## config.mk

```make
export PLATFORM = sky130hd
export DESIGN_NAME = guffin_vend_ctrl
export DESIGN_NICKNAME = d
export VERILOG_FILES = /design/src/rtl/guffin_vend_ctrl.sv
export SDC_FILE = /design/constraint.sdc
export NUM_CORES = 1
export LEC_CHECK = 0
export BUFFER_PORTS_ARGS = -buffer_cell sky130_fd_sc_hd__buf_2
export CORE_UTILIZATION = 57
export DETAILED_ROUTE_END_ITERATION = 8
export PLACE_DENSITY = 0.82
export RECOVER_POWER = 50
export SLEW_MARGIN = 25
export SYNTH_ARGS = -nofsm -noshare
export SYNTH_HDL_FRONTEND = slang
export SYNTH_SLANG_ARGS = --single-unit
```

## constraint.sdc

```tcl
create_clock -name clk -period 4.72 [get_ports clk]
set_input_delay 0.472 -clock clk [delete_from_list [all_inputs] [get_ports clk]]
set_output_delay 0.472 -clock clk [all_outputs]
set_load 0.005 [all_outputs]
```

## src/rtl/guffin_vend_ctrl.sv

```systemverilog
// Guffin vending controller: quarter/half-dollar credit, one-cycle dispense, handshaked change payout.
// Optional refund-on-cancel is built only when GUFFIN_CANCEL_EN is defined.
module guffin_vend_ctrl #(
  parameter int PRICE_Q  = 3,
  parameter int CREDIT_W = 3
) (
  input  logic                clk,
  input  logic                reset_n,
  input  logic                coin_q,
  input  logic                coin_h,
  input  logic                cancel,
  input  logic                chg_ack,
  output logic                guffin,
  output logic                chg_valid,
  output logic                chg_half,
  output logic                chg_quarter,
  output logic                coin_reject,
  output logic [CREDIT_W-1:0] credit,
  output logic                busy
);

  if (PRICE_Q < 1 || PRICE_Q > (1 << CREDIT_W) - 3) begin : g_bad_price
    $error("guffin_vend_ctrl: PRICE_Q out of range for CREDIT_W");
  end

  localparam logic [CREDIT_W-1:0] PRICE = CREDIT_W'(PRICE_Q);
  localparam logic [CREDIT_W-1:0] TWO   = CREDIT_W'(2);

  typedef enum logic [1:0] {COLLECT, VEND, CHANGE} state_t;

  state_t              state_q, state_d;
  logic [CREDIT_W-1:0] credit_q, credit_d;
  logic [CREDIT_W-1:0] coin_val;
  logic                any_coin;
  logic                reject_d;
  logic                take_cancel;
  logic                guffin_q, chg_valid_q, chg_half_q, chg_quarter_q, coin_reject_q, busy_q;

  assign coin_val = CREDIT_W'({coin_h, coin_q});
  assign any_coin = coin_q | coin_h;

`ifdef GUFFIN_CANCEL_EN
  assign take_cancel = cancel && (credit_q != '0);
`else
  logic unused_cancel;
  assign unused_cancel = cancel;
  assign take_cancel   = 1'b0;
`endif

  always_comb begin
    state_d  = state_q;
    credit_d = credit_q;
    reject_d = 1'b0;
    case (state_q)
      COLLECT: begin
        // A refund request beats a simultaneous coin, which is handed back.
        if (take_cancel) begin
          state_d  = CHANGE;
          reject_d = any_coin;
        end else if (any_coin) begin
          credit_d = credit_q + coin_val;
          if (credit_d >= PRICE) state_d = VEND;
        end
      end
      VEND: begin
        reject_d = any_coin;
        credit_d = credit_q - PRICE;
        state_d  = (credit_d != '0) ? CHANGE : COLLECT;
      end
      CHANGE: begin
        reject_d = any_coin;
        if (chg_ack) begin
          credit_d = credit_q - ((credit_q >= TWO) ? TWO : CREDIT_W'(1));
          if (credit_d == '0) state_d = COLLECT;
        end
      end
      default: state_d = COLLECT;
    endcase
  end

  // Outputs are registered from the next state so they line up with state_q/credit_q.
  always_ff @(posedge clk or negedge reset_n) begin
    if (!reset_n) begin
      state_q       <= COLLECT;
      credit_q      <= '0;
      guffin_q      <= 1'b0;
      chg_valid_q   <= 1'b0;
      chg_half_q    <= 1'b0;
      chg_quarter_q <= 1'b0;
      coin_reject_q <= 1'b0;
      busy_q        <= 1'b0;
    end else begin
      state_q       <= state_d;
      credit_q      <= credit_d;
      guffin_q      <= (state_d == VEND);
      chg_valid_q   <= (state_d == CHANGE);
      chg_half_q    <= (state_d == CHANGE) && (credit_d >= TWO);
      chg_quarter_q <= (state_d == CHANGE) && (credit_d < TWO);
      coin_reject_q <= reject_d;
      busy_q        <= (state_d != COLLECT);
    end
  end

  assign guffin      = guffin_q;
  assign chg_valid   = chg_valid_q;
  assign chg_half    = chg_half_q;
  assign chg_quarter = chg_quarter_q;
  assign coin_reject = coin_reject_q;
  assign credit      = credit_q;
  assign busy        = busy_q;

endmodule

```

* Word-level counts from Yosys, hierarchy flattened
Index checks and enable logic that the tools add are counted.
Word-level totals: bits in registers 11, output and inout bits 9, bits of input ports 6, word-level logic and storage cells 38
Cells by class: reduce and logical (&&, ||, !) cells 7, bitwise operators 1, add/sub/neg operators 3, equality and inequality tests 4, multiplexer cells 11, $lt $le $gt $ge 4
Operators with widths (count):
- two-way mux 2 bit | 6
- >= comparator 3 x 2 -> 1 bit (second input constant) | 3
- one-hot mux 3 bit (3 select lines) | 1
- two-way mux 3 bit | 2
- one-hot mux 2 bit (3 select lines) | 1
- == test 2 x 1 -> 1 bit (second input constant) | 2
- == test 2 bit (second input constant) | 2
- adder 3 x 2 -> 3 bit | 1
- logical NOT 3 bit | 1
- less-than comparator 3 x 2 -> 1 bit (second input constant) | 1
- nonzero test 3 bit | 1
- subtractor 3 x 2 -> 3 bit | 1
- subtractor 3 x 2 -> 3 bit (second input constant) | 1
- logical AND 1 bit | 2
- logical NOT 2 bit | 1
- nonzero test 2 bit | 1
- OR reduction 2 bit | 1
- two-way mux 1 bit | 1
- bitwise OR 1 bit | 1

* Longest topological paths before layout
Gate-level depths: netlist (run 1).
depth after elaboration 9, depth in mapped cells 10, mapped depth without buffers 10

* Worst setup path before layout (run 1)
OpenSTA, ideal clock, no wires.
kind register to register, from register credit_q[0] (netlist: credit[0]), to register chg_quarter_q (netlist: chg_quarter), setup slack 2.534 ns, data arrival time 2.090 ns, stages on the path, launching flop included 11, clock period less this slack 2.186 ns, path buffers 0, library setup time 0.096 ns, cell sequence dfrtp_1 > inv_1 > ha_1 > nor3_4 > nand2_1 > ha_1 > xnor2_1 > nor2_1 > a31o_4 > o221a_4 > nor4_2
On the way: cells in the longest elaborated chain, start to end 9, elaborated cells between the ends (all ways) 20, classes of those cells add/sub: 3; order compare: 3; eq/ne: 1; mux: 10; reduce/logical: 3
Ends and longest elaborated chain:
- from (decl) | RTL line 32 | logic [CREDIT_W-1:0] credit_q, credit_d;
- from (signal assigned) | RTL line 94 | credit_q <= credit_d;
- >= comparator 3 x 2 -> 1 bit | RTL line 73 | credit_d = credit_q - ((credit_q >= TWO) ? TWO : CREDIT_W'(1));
- two-way mux 2 bit | RTL line 73
- subtractor 3 x 2 -> 3 bit | RTL line 73
- logical NOT 3 bit | RTL line 74 | if (credit_d == '0) state_d = COLLECT;
- two-way mux 2 bit | RTL line 74
- two-way mux 2 bit | RTL line 72 | if (chg_ack) begin
- one-hot mux 2 bit (3 select lines) | RTL line 54 | case (state_q)
- == test 2 bit | RTL line 98 | chg_quarter_q <= (state_d == CHANGE) && (credit_d < TWO);
- logical AND 1 bit (*) | RTL line 98
- to (signal assigned) | RTL line 98
- to (decl) | RTL line 37 | logic guffin_q, chg_valid_q, chg_half_q, chg_quarter_q, coin_reject_q, busy_q;
Every way passes the cells marked *; elsewhere a longest branch is shown, timed or not.

* Worst setup path in the final report (run 1)
from register credit_q[0] (netlist: credit[0]), to register chg_half_q (netlist: chg_half)
On the way: elaborated cells between the ends (all ways) 20, classes of those cells add/sub: 3; order compare: 3; eq/ne: 1; mux: 10; reduce/logical: 3
RTL lines:
- >= comparator 3 x 2 -> 1 bit | RTL line 73
- two-way mux 2 bit | RTL line 73
- subtractor 3 x 2 -> 3 bit | RTL line 73
- two-way mux 3 bit | RTL line 72
- one-hot mux 3 bit (3 select lines) (*) | RTL line 54
- named net credit_d[1] | RTL line 32
- >= comparator 3 x 2 -> 1 bit (*) | RTL line 97 | chg_half_q <= (state_d == CHANGE) && (credit_d >= TWO);
- logical AND 1 bit (*) | RTL line 97
- to (signal assigned) | RTL line 97
- to (decl) | RTL line 37
The timed path passes the listed nets; every way through them passes the cells marked *.

==> qor.csv, run 1 <==
stage,metric,value,unit
status,outcome,"finished, final reports clean",
timing,worst_pin_slew,0.5824,ns
place,globalplace.congestion,0.8374,
critical_path,critPathBufInv,1,
cts,cts_max_level,1,
die,floorplan.rows,13,
logic_synthesis,synth.largest_area_cell,sky130_fd_sc_hd__dfrtp_1,
cts,cts.clk_slew.worst_paths,0.07,ns
drt,detail-route-antenna-nets,0,
critical_path,type_of_the_setup_path_with_the_least_slack,flip-flop to flip-flop,
die,starting_density,61.54,%
layout,n_fill_cell,102,
cts,post_cts_buffers,0,
critical_path,cp_cell_sequence,inv_1 > ha_1 > nor3_4 > nand2_1 > ha_1 > mux2_2 > a222oi_1 > o22ai_1 > nor2_1 > nor3_1,
die,ios,15,
grt,initial_antenna_violation_count,0,
cts,cts_tree,built,
grt,first_global_vias,589,
logic_synthesis,post-synth-top-count-cell,sky130_fd_sc_hd__dfrtp_1,
logic_synthesis,synth_edf_count,0,
critical_path,regToRegEndpoint,chg_half,
cts,cts_root_buf,sky130_fd_sc_hd__clkbuf_4,
drt,drt_pre_antenna_iters,4,
drt,drt_iter0_drc,25,
timing,final_setup_violations,0,
logic_synthesis,post_synth_num_cell_types,35,
timing,max_clock_freq,402.6,MHz
cts,cts-hold-fix-buffers,0,
grt,grt_overflow_total,0,
flow_run,drv.max_cap_violation_count,0,
critical_path,cp_max_fo,7,
timing,rsz0062_at_grt,false,
logic_synthesis,asyncSetResetFlopFracSynth,100.0,%
logic_synthesis,postSynthAreaPerCell,10.26,um2
layout,multi_input_comb_area,486.7,um2
cts,cts.sink_count,11,
grt,global_route_wire_length_before_repair,2477,um
logic_synthesis,synth.net_count,95,
layout,final_layout_size_suffix_gt1_share,21.28,%
die,core_region_area,1318,um2
pwr,p_leak,0.4372,nW
logic_synthesis,yosys_warnings,0,
logic_synthesis,synth.cell_area,810.8,um2
logic_synthesis,synth_common_cells,"sky130_fd_sc_hd__dfrtp_1 (11), sky130_fd_sc_hd__ha_1 (9), sky130_fd_sc_hd__inv_1 (9)",
logic_synthesis,synth.yosys.seq_area_share,33.95,%
pwr,ir_drop,372.2,uV
timing,post-route-min-period,2.484,ns
timing,timing.max_slew.rel_slack,61.17,%
place,number_of_i_o_port_buffers,13,
timing,finalCritPeriodShare,52.62,%
die,die_width,39.72,um
critical_path,critPathCaptureType,flip-flop,
layout,area.sequential,275.3,um2
critical_path,worstSetupStartpointType,flip-flop,
die,die-height,39.72,um
timing,timing.clock.skew,0.0009915,ns
drt,viasPerCell,6.055,
drt,wl_final,1627,um
critical_path,reg2reg_depth,10,
critical_path,arrival_time_of_data_at_the_critical_path_endpoint,2.63,ns
critical_path,cell_class_contributing_the_biggest_share_of_worst_path_delay,adder cells,
logic_synthesis,dominantRegCellSynth,sky130_fd_sc_hd__dfrtp_1,
logic_synthesis,number_of_synthesized_register_bits,11,
logic_synthesis,syn-instance-count,79,
critical_path,r2r_start,credit[0],
timing,finalMaxSlewViolations,0,
cts,clock_insertion_delay_worst_skew,0.27,ns
hold_path,worstHoldPathType,input pin to asynchronous set/reset pin,
grt,grt_util_all_layers,24.53,%
logic_synthesis,synth_top_cell_area_share,33.95,%
layout,postLayoutCoreUtil,68.47,%
layout,num_antenna_cells,0,
critical_path,most_frequent_cell_on_the_critical_path,sky130_fd_sc_hd__ha_1,
cts,cts_inserted_buffers,3,
layout,layout-area-overhead-vs-synth,11.27,%
cts,max-clock-path-buffers,2,
timing,hold_viol_final,0,
logic_synthesis,largest_cells_by_area_after_synthesis,"sky130_fd_sc_hd__dfrtp_1 (34%), sky130_fd_sc_hd__ha_1 (14%), sky130_fd_sc_hd__inv_1 (4.2%)",
cts,count_of_cells_resized_by_post_cts_repair,0,
place,dp_hpwl,1253,um
die,die_area,1577,um2
grt,grt_max_degree,12,
timing,setup_total_negative_slack,0,ns
drt,drc,0,
critical_path,timing.critical_path.slowest_cell_delay,0.51,ns
critical_path,r2r_slack,2.24,ns
drt,num_vias,660,
layout,finish.net_count,111,
critical_path,cell_with_the_largest_stage_delay_on_the_worst_path,sky130_fd_sc_hd__dfrtp_1,
critical_path,required,4.87,ns
pwr,power_density,772.2,nW/um2
drt,post_drt_wl_per_cell,14.93,um
## power by group
group	switching, mW	internal, mW
clock	0.0318	0.0328
sequential	0.0471	0.135
combinational	0.241	0.208
## cell families after synthesis
group	synth area share, %
flip-flops	33.95
buffers and inverters	6.018
AND/OR/NAND/NOR	14.51
XOR/XNOR	4.322
adder cells (fa/ha/maj)	16.36
multiplexers	2.623
AO/OA/AOI/OAI	22.22
## worst max path at each step
stage	startpoint	to	slack (ns)	depth (start not counted)
finish	credit[0]	chg_half	2.24	10
global route	credit[0]	chg_quarter	2.11	9
CTS	credit[0]	chg_quarter	2.28	9
detailed placement	coin_q	chg_quarter	2.30	8
global placement	coin_q	chg_quarter	2.33	8
floorplan	credit[0]	chg_quarter	2.53	10
## cells in the final DEF, fill, tap and decap left out, types with 2 or more instances in the layout
cell type	n
sky130_fd_sc_hd__nand2b_1	2
sky130_fd_sc_hd__xnor2_1	3
sky130_fd_sc_hd__buf_2	10
sky130_fd_sc_hd__a222oi_1	2
sky130_fd_sc_hd__a21oi_1	3
sky130_fd_sc_hd__nor2b_1	2
sky130_fd_sc_hd__inv_1	9
sky130_fd_sc_hd__dfrtp_1	11
sky130_fd_sc_hd__ha_1	9
sky130_fd_sc_hd__clkbuf_4	3
sky130_fd_sc_hd__o2bb2ai_1	2
sky130_fd_sc_hd__clkbuf_1	4
sky130_fd_sc_hd__nor2_1	4
sky130_fd_sc_hd__nand2_1	6
sky130_fd_sc_hd__o21a_1	2
sky130_fd_sc_hd__a21o_1	2
## sequential cells by signal (all words and copies together), names as in the netlist
register	count
coin_reject	1
credit	3
busy	1
chg_quarter	1
guffin	1
state_q	2
chg_half	1
chg_valid	1
## through the flow
stage | setup slack, ns | total power [mW] | cell area (um2) | hold slack (ns) | instances
2_1_floorplan | 2.534 | 0.5276 | 810.8 | 0.1764 | 79
3_3_place_gp | 2.329 | 0.6114 | 879.6 | 0.3438 | 105
3_5_place_dp | 2.295 | 0.6303 | 879.6 | 0.3513 | 105
4_1_cts | 2.276 | 0.6981 | 905.9 | 0.05729 | 109
5_1_grt | 2.106 | 0.7617 | 902.1 | 0.2182 | 109
6_report | 2.236 | 0.6966 | 902.1 | 0.1656 | 109
## per-layer routing
metal  share of wire, %  track usage [%]
met4                3.9            16.38
met3                5.0            5.114
met2                 47            38.11
met1                 44            29.79
met5                  0                0
## area by class of cell
type | instances | area share [%]
flip-flops and latches | 11 | 30.51
clock buffers | 4 | 2.913
well taps | 15 | 2.080
inverters | 9 | 3.745
multi-input cells | 57 | 53.95
repair buffers | 13 | 6.796
## worst reg2reg max path, stage by stage, from the launching register on
cell and delay (ns):
sky130_fd_sc_hd__dfrtp_1 0.51, sky130_fd_sc_hd__inv_1 0.15, sky130_fd_sc_hd__ha_1 0.26, sky130_fd_sc_hd__nor3_4 0.16, sky130_fd_sc_hd__nand2_1 0.09, sky130_fd_sc_hd__ha_1 0.28
sky130_fd_sc_hd__mux2_2 0.27, sky130_fd_sc_hd__a222oi_1 0.25, sky130_fd_sc_hd__o22ai_1 0.19, sky130_fd_sc_hd__nor2_1 0.14, sky130_fd_sc_hd__nor3_1 0.06
Note: power is estimated with default switching activity, not from simulation.
==> run 2, diff against run 1 <==
--- a/config.mk
+++ b/config.mk
@@ -6,9 +6,9 @@
 export NUM_CORES = 1
 export LEC_CHECK = 0
 export BUFFER_PORTS_ARGS = -buffer_cell sky130_fd_sc_hd__buf_2
-export CORE_UTILIZATION = 57
+export CORE_UTILIZATION = 48
 export DETAILED_ROUTE_END_ITERATION = 8
-export PLACE_DENSITY = 0.82
+export PLACE_DENSITY = 0.73
 export RECOVER_POWER = 50
 export SLEW_MARGIN = 25
 export SYNTH_ARGS = -nofsm -noshare
==> constraint.sdc (replaced) <==
create_clock -name clk -period 2.2 [get_ports clk]
set_input_delay 0.22 -clock clk [delete_from_list [all_inputs] [get_ports clk]]
set_output_delay 0.22 -clock clk [all_outputs]
set_load 0.005 [all_outputs]
==> run 2 against run 1 <==
  * Via count rose by 1.7%
  * First-iteration DRC count rose by 16%
  * Sequential share of layout area fell by 3.7 points
  * Worst hold slack improved by 0.15 ns
  * Wire length fell by 0.31%
  * Register-to-register slack got worse by 2.2 ns
  * Maximum frequency rose by 16%
  * Cell count rose by 10%
  * Utilization fell by 1.5 points
  * Cell area rose by 14%
  * Combinational power rose to 2.8 times the previous value
  * Clock skew rose by 0.0019 ns
==> qor.csv, run 2 (synthesis results as in run 1) <==
stage,metric,value,unit
timing,post-route-min-period,2.139,ns
cts,clock_insertion_delay_worst_skew,0.26,ns
pwr,combPwrFrac,71.6,%
critical_path,cell_with_the_largest_stage_delay_on_the_worst_path,sky130_fd_sc_hd__dfrtp_2,
critical_path,type_of_the_setup_path_with_the_least_slack,flip-flop to flip-flop,
layout,finish.net_count,121,
grt,initial_antenna_violation_count,0,
critical_path,reg2reg_depth,7,
pwr,p_leak,0.4992,nW
timing,timing.max_slew.rel_slack,59.99,%
hold_path,min_to,coin_reject,
pwr,ir_drop,871.3,uV
timing,final_setup_violations,0,
layout,postLayoutCoreUtil,66.96,%
pwr,totalPowerFinal,1.741,mW
die,die_width,43.10,um
grt,grt_util_all_layers,18.88,%
pwr,power_density,1686,nW/um2
hold_path,worst_hold_startpoint,coin_q,
place,number_of_instances_in_the_placed_design,113,
cts,cts.clk_slew.worst_paths,0.07,ns
layout,finalNonFillerCells,120,
drt,wl_met1,787,um
drt,drc,0,
layout,area.sequential,276.5,um2
timing,worst_pin_slew,0.6002,ns
cts,cts.sink_count,11,
drt,num_vias,671,
layout,final_layout_size_suffix_gt1_share,38.46,%
hold_path,worstHoldPathType,input pin to flip-flop,
critical_path,r2r_start,credit[0],
grt,global_route_wire_length_before_repair,2642,um
grt,grt_max_degree,12,
timing,finalMaxSlewViolations,0,
layout,largest_reg_flops,3,
timing,max_clock_freq,467.4,MHz
critical_path,worstSetupStartpointType,flip-flop,
layout,mostFrequentLayoutCells,"sky130_fd_sc_hd__buf_2 (12), sky130_fd_sc_hd__dfrtp_1 (10), sky130_fd_sc_hd__buf_4 (9), sky130_fd_sc_hd__inv_1 (8)",
cts,cts_tree,built,
pwr,net-switching-power,760.1,uW
drt,detailroute.wirelength.met2,765,um
place,globalplace.congestion,0.8364,
timing,hold_viol_final,0,
pwr,seqPwrFrac,20.7,%
timing,timing.clock.skew,0.002927,ns
critical_path,timing.critical_path.slowest_cell_delay,0.44,ns
die,die-height,43.10,um
drt,drt_pre_antenna_iters,6,
die,ios,15,
hold_path,worstHoldPathCells,3,
cts,cts_inserted_buffers,3,
drt,viasPerCell,5.592,
pwr,cellInternalPower,980.7,uW
cts,max-clock-path-buffers,2,
place,number_of_i_o_port_buffers,13,
timing,rsz0062_at_grt,true,
critical_path,regToRegEndpoint,chg_quarter,
die,die_area,1858,um2
flow_run,drv.max_cap_violation_count,0,
layout,n_fill_cell,117,
drt,routed.top_layer,met3,
drt,wl_final,1622,um
layout,num_antenna_cells,0,
status,outcome,"finished, final reports clean",
cts,cts_max_level,1,
drt,met3WireLength,68,um
critical_path,critPathCaptureType,flip-flop,
drt,detail-route-antenna-nets,0,
die,starting_density,52.60,%
grt,first_global_vias,609,
pwr,switching_share,43.66,%
layout,final_common_cell,sky130_fd_sc_hd__buf_2,
layout,multi_input_comb_area,534.3,um2
die,core_region_area,1541,um2
critical_path,r2r_slack,0.06,ns
cts,cts_root_buf,sky130_fd_sc_hd__clkbuf_4,
die,floorplan.rows,14,
grt,grt_overflow_total,0,
pwr,clock_power_share,7.6,%
critical_path,arrival_time_of_data_at_the_critical_path_endpoint,2.32,ns
drt,drt_iter0_drc,29,
place,dp_hpwl,1205,um
timing,finalCritPeriodShare,97.24,%
critical_path,cp_cell_sequence,ha_2 > fa_2 > nand2_1 > a21o_1 > or3b_1 > o221a_4 > nor4_4,
drt,post_drt_wl_per_cell,13.52,um
critical_path,required,2.38,ns
critical_path,cp_max_fo,5,
layout,layout-area-overhead-vs-synth,27.31,%
==> run 2: cell count changes in the layout (fill, tap and decap cells not counted), moves of 2 or more <==
cell,previous run,this run
sky130_fd_sc_hd__buf_4,0,9
sky130_fd_sc_hd__ha_1,9,6
sky130_fd_sc_hd__xnor2_1,3,1
sky130_fd_sc_hd__buf_2,10,12
sky130_fd_sc_hd__ha_2,0,3
sky130_fd_sc_hd__xnor2_2,0,2
sky130_fd_sc_hd__clkbuf_1,4,2
==> run 2: area by class of cell <==
type	instances	area share, %
Sequential cell	11	26.79
Multi-Input combinational cell	57	51.76
Timing Repair Buffer	23	13.70
Tap cell	16	1.939
Inverter	9	3.273
Clock buffer	4	2.545
==> run 2: how the worst max path moves through the flow <==
stage | from | endpoint | cells past startpoint
2_1_floorplan | credit[0] | chg_quarter | 10
3_3_place_gp | credit[0] | chg_quarter | 7
3_5_place_dp | credit[0] | chg_quarter | 7
4_1_cts | credit[0] | chg_quarter | 10
5_1_grt | credit[1] | chg_quarter | 9
6_report | credit[0] | chg_quarter | 7
==> run 2: routing by layer <==
layer | vias to the layer above | GRT usage (%)
met1 | 322 | 24.60
met4 | 0 | 1.818
li1 | 335 | -
met5 | - | 0
met3 | 0 | 6.383
met2 | 14 | 31.34
==> run 2: metrics by stage <==
step           hold slack [ns]   TNS (ns)  setup slack [ns]  cell area (um2)
2_1_floorplan         -0.07559          0           0.01399            810.8
3_3_place_gp            0.1024          0          0.007391            933.4
3_5_place_dp            0.1057  -0.001791         -0.001791            933.4
4_1_cts                 0.3012          0           0.02597            982.2
5_1_grt                 0.3307   -0.05384          -0.04614             1032
6_report                0.3111          0           0.06068             1032
==> run 2: timing repair <==
action | 4_1_cts | 5_1_grt
hold buffers | 1 | 0
cloned | 0 | 0
pin swaps | 1 | 4
setup endpoints to repair | 2 | 3
gates resized for setup | 2 | 10
endpoints found under the hold margin | 11 | 0
buffers inserted | 1 | 1
==> run 2: power groups by stage <==
stage,Sequential [mW],Combinational [mW],Clock [mW]
after global routing,0.371,1.37,0.147
after floorplan,0.368,0.764,0
after global placement,0.356,1.05,0
final,0.361,1.25,0.133
after CTS,0.355,1.09,0.139
after detailed placement,0.360,1.07,0
==> run 2: worst max-delay path, delay by kind of cell (launching register included) <==
kind | cells | cell delay (ns)
simple gates | 3 | 0.69
fa+ha+maj | 2 | 0.63
flops | 1 | 0.44
compound gates | 2 | 0.30
==> run 3, diff against run 2 <==
--- a/config.mk
+++ b/config.mk
@@ -8,8 +8,8 @@
 export BUFFER_PORTS_ARGS = -buffer_cell sky130_fd_sc_hd__buf_2
 export CORE_UTILIZATION = 48
 export DETAILED_ROUTE_END_ITERATION = 8
+export GPL_ROUTABILITY_DRIVEN = 1
 export PLACE_DENSITY = 0.73
-export RECOVER_POWER = 50
 export SLEW_MARGIN = 25
 export SYNTH_ARGS = -nofsm -noshare
 export SYNTH_HDL_FRONTEND = slang
==> run 3 against run 2 <==
  * Wire length barely moved
  * Maximum frequency about the same
  * Clock power about the same
  * Setup slack hardly changed
  * Combinational power is essentially flat
  * Total power about the same
  * Via count did not move
  * Register-to-register slack barely moved
  * Global-route usage unchanged
  * Worst hold slack is essentially flat
  * Cell count did not move
  * Clock-buffer cell count unchanged
  * Largest power group unchanged
==> qor.csv, run 3 (synthesis results as in run 1) <==
stage,metric,value,unit
status,outcome,"finished, final reports clean",
pwr,combPwrFrac,71.6,%
layout,n_fill_cell,116,
die,floorplan.rows,14,
drt,drt_iter0_drc,34,
cts,cts.sink_count,11,
flow_run,drv.max_cap_violation_count,0,
die,die-height,43.10,um
timing,final_setup_violations,0,
layout,final_layout_size_suffix_gt1_share,39.42,%
timing,max_clock_freq,467.4,MHz
layout,finish.instance_area,1033,um2
layout,final_common_cell,sky130_fd_sc_hd__buf_2,
timing,setup_slack,0.06066,ns
critical_path,critPathCaptureType,flip-flop,
cts,cts.clk_slew.worst_paths,0.07,ns
pwr,power_density,1685,nW/um2
pwr,net-switching-power,760.1,uW
critical_path,cp_cell_sequence,ha_2 > fa_2 > nand2_1 > a21o_1 > or3b_1 > o221a_4 > nor4_4,
drt,detail-route-antenna-nets,0,
layout,finish.net_count,121,
drt,post_drt_wl_per_cell,13.53,um
die,starting_density,52.60,%
layout,largest_reg_flops,3,
pwr,switching_share,43.66,%
cts,cts_max_level,1,
place,preCtsSetupSlack,-0.001791,ns
critical_path,cell_class_contributing_the_biggest_share_of_worst_path_delay,simple AND/OR/NAND/NOR gates,
pwr,cellInternalPower,981.0,uW
grt,grt_util_all_layers,18.88,%
die,die_area,1858,um2
place,number_of_i_o_port_buffers,13,
die,die_width,43.10,um
layout,layout-area-overhead-vs-synth,27.47,%
layout,mostFrequentLayoutCells,"sky130_fd_sc_hd__buf_2 (13), sky130_fd_sc_hd__dfrtp_1 (10), sky130_fd_sc_hd__buf_4 (9), sky130_fd_sc_hd__inv_1 (8)",
drt,drt_pre_antenna_iters,6,
cts,cts_inserted_buffers,3,
timing,timing.clock.skew,0.002927,ns
critical_path,cell_with_the_largest_stage_delay_on_the_worst_path,sky130_fd_sc_hd__dfrtp_2,
critical_path,timing.critical_path.from,credit[0],
critical_path,required,2.38,ns
drt,num_vias,671,
critical_path,critPathBufInv,0,
timing,rsz0062_at_grt,true,
place,dp_hpwl,1205,um
timing,hold_viol_final,0,
timing,finalCritPeriodShare,97.24,%
grt,first_global_vias,609,
drt,drc,0,
die,ios,15,
cts,cts_root_buf,sky130_fd_sc_hd__clkbuf_4,
critical_path,arrival_time_of_data_at_the_critical_path_endpoint,2.32,ns
die,core_region_area,1541,um2
timing,timing.max_slew.rel_slack,74.57,%
pwr,ir_drop,871.3,uV
layout,num_antenna_cells,0,
critical_path,worstSetupStartpointType,flip-flop,
critical_path,r2r_start,credit[0],
place,globalplace.congestion,0.8364,
critical_path,type_of_the_setup_path_with_the_least_slack,flip-flop to flip-flop,
critical_path,cp_max_fo,5,
drt,viasPerCell,5.592,
grt,grt_overflow_total,0,
cts,clock_insertion_delay_worst_skew,0.26,ns
cts,max-clock-path-buffers,2,
critical_path,timing.critical_path.slowest_cell_delay,0.44,ns
hold_path,worst_hold_startpoint,coin_q,
grt,grt_max_degree,12,
drt,wl_final,1623,um
pwr,clock_power_share,7.6,%
timing,worst_pin_slew,0.3814,ns
grt,initial_antenna_violation_count,0,
place,dpl-instance-area,933.4,um2
timing,post-route-min-period,2.139,ns
cts,cts_tree,built,
pwr,seqPwrFrac,20.7,%
timing,finalMaxSlewViolations,0,
hold_path,worstHoldPathType,input pin to flip-flop,
pwr,p_leak,0.5019,nW
grt,global_route_wire_length_before_repair,2642,um
timing,whs,0.3111,ns
run 3: path summary, 6_finish.rpt:
path / to / slack, ns / cells past startpoint
max in group asynchronous: credit[0] / 1.62 / 2
hold reg to reg: state_q[0] / 0.70 / 2
setup reg to reg: chg_quarter / 0.06 / 7
min in group asynchronous: coin_reject / 0.35 / 2
setup / recovery: chg_quarter / 0.06 / 7
hold / removal: coin_reject / 0.31 / 3
run 3: power groups by stage:
stage / sequential [mW] / combinational (mW) / clock [mW]
CTS: 0.355 / 1.09 / 0.139
global route: 0.371 / 1.37 / 0.147
floorplan: 0.368 / 0.764 / 0
detailed placement: 0.360 / 1.07 / 0
global placement: 0.356 / 1.05 / 0
finish: 0.361 / 1.25 / 0.133
run 3: what timing repair did:
item	4_1_cts	5_1_grt
hold buffers	1	0
endpoints found under the setup margin	2	3
pin swaps	1	4
resized for setup	2	10
hold endpoints to repair	11	0
setup buffers	1	1
run 3: metal layers:
metal / share of wire (%) / track usage (%)
met1: 49 / 24.60
met3: 4.2 / 6.383
met5: 0 / 0
met2: 47 / 31.34
met4: 0 / 1.818
run 3: cell type report:
| cell class | instances | area [um2] | area share (%) |
|---|---|---|---|
| Multi-Input combinational cell | 57 | 534.3 | 51.69 |
| Sequential cell | 11 | 276.5 | 26.76 |
| Timing Repair Buffer | 23 | 142.6 | 13.80 |
| Inverter | 9 | 33.78 | 3.269 |
| Clock buffer | 4 | 26.28 | 2.542 |
| Tap cell | 16 | 20.02 | 1.937 |
run 3: per-stage QoR:
step / cells / total power, mW / util, % / TNS, ns
after global routing: 120 / 1.889 / 67.05 / -0.05384
after floorplan: 79 / 1.132 / - / 0
final: 120 / 1.741 / 67.05 / 0
after CTS: 119 / 1.589 / 63.72 / 0
after global placement: 113 / 1.405 / 60.55 / 0
after detailed placement: 113 / 1.426 / 60.55 / -0.001791
run 3: worst min-delay path, delay by kind of cell:
kind / cells / cell delay (ns)
buffers and inverters: 1 / 0.11
and+or+nand+nor: 2 / 0.20
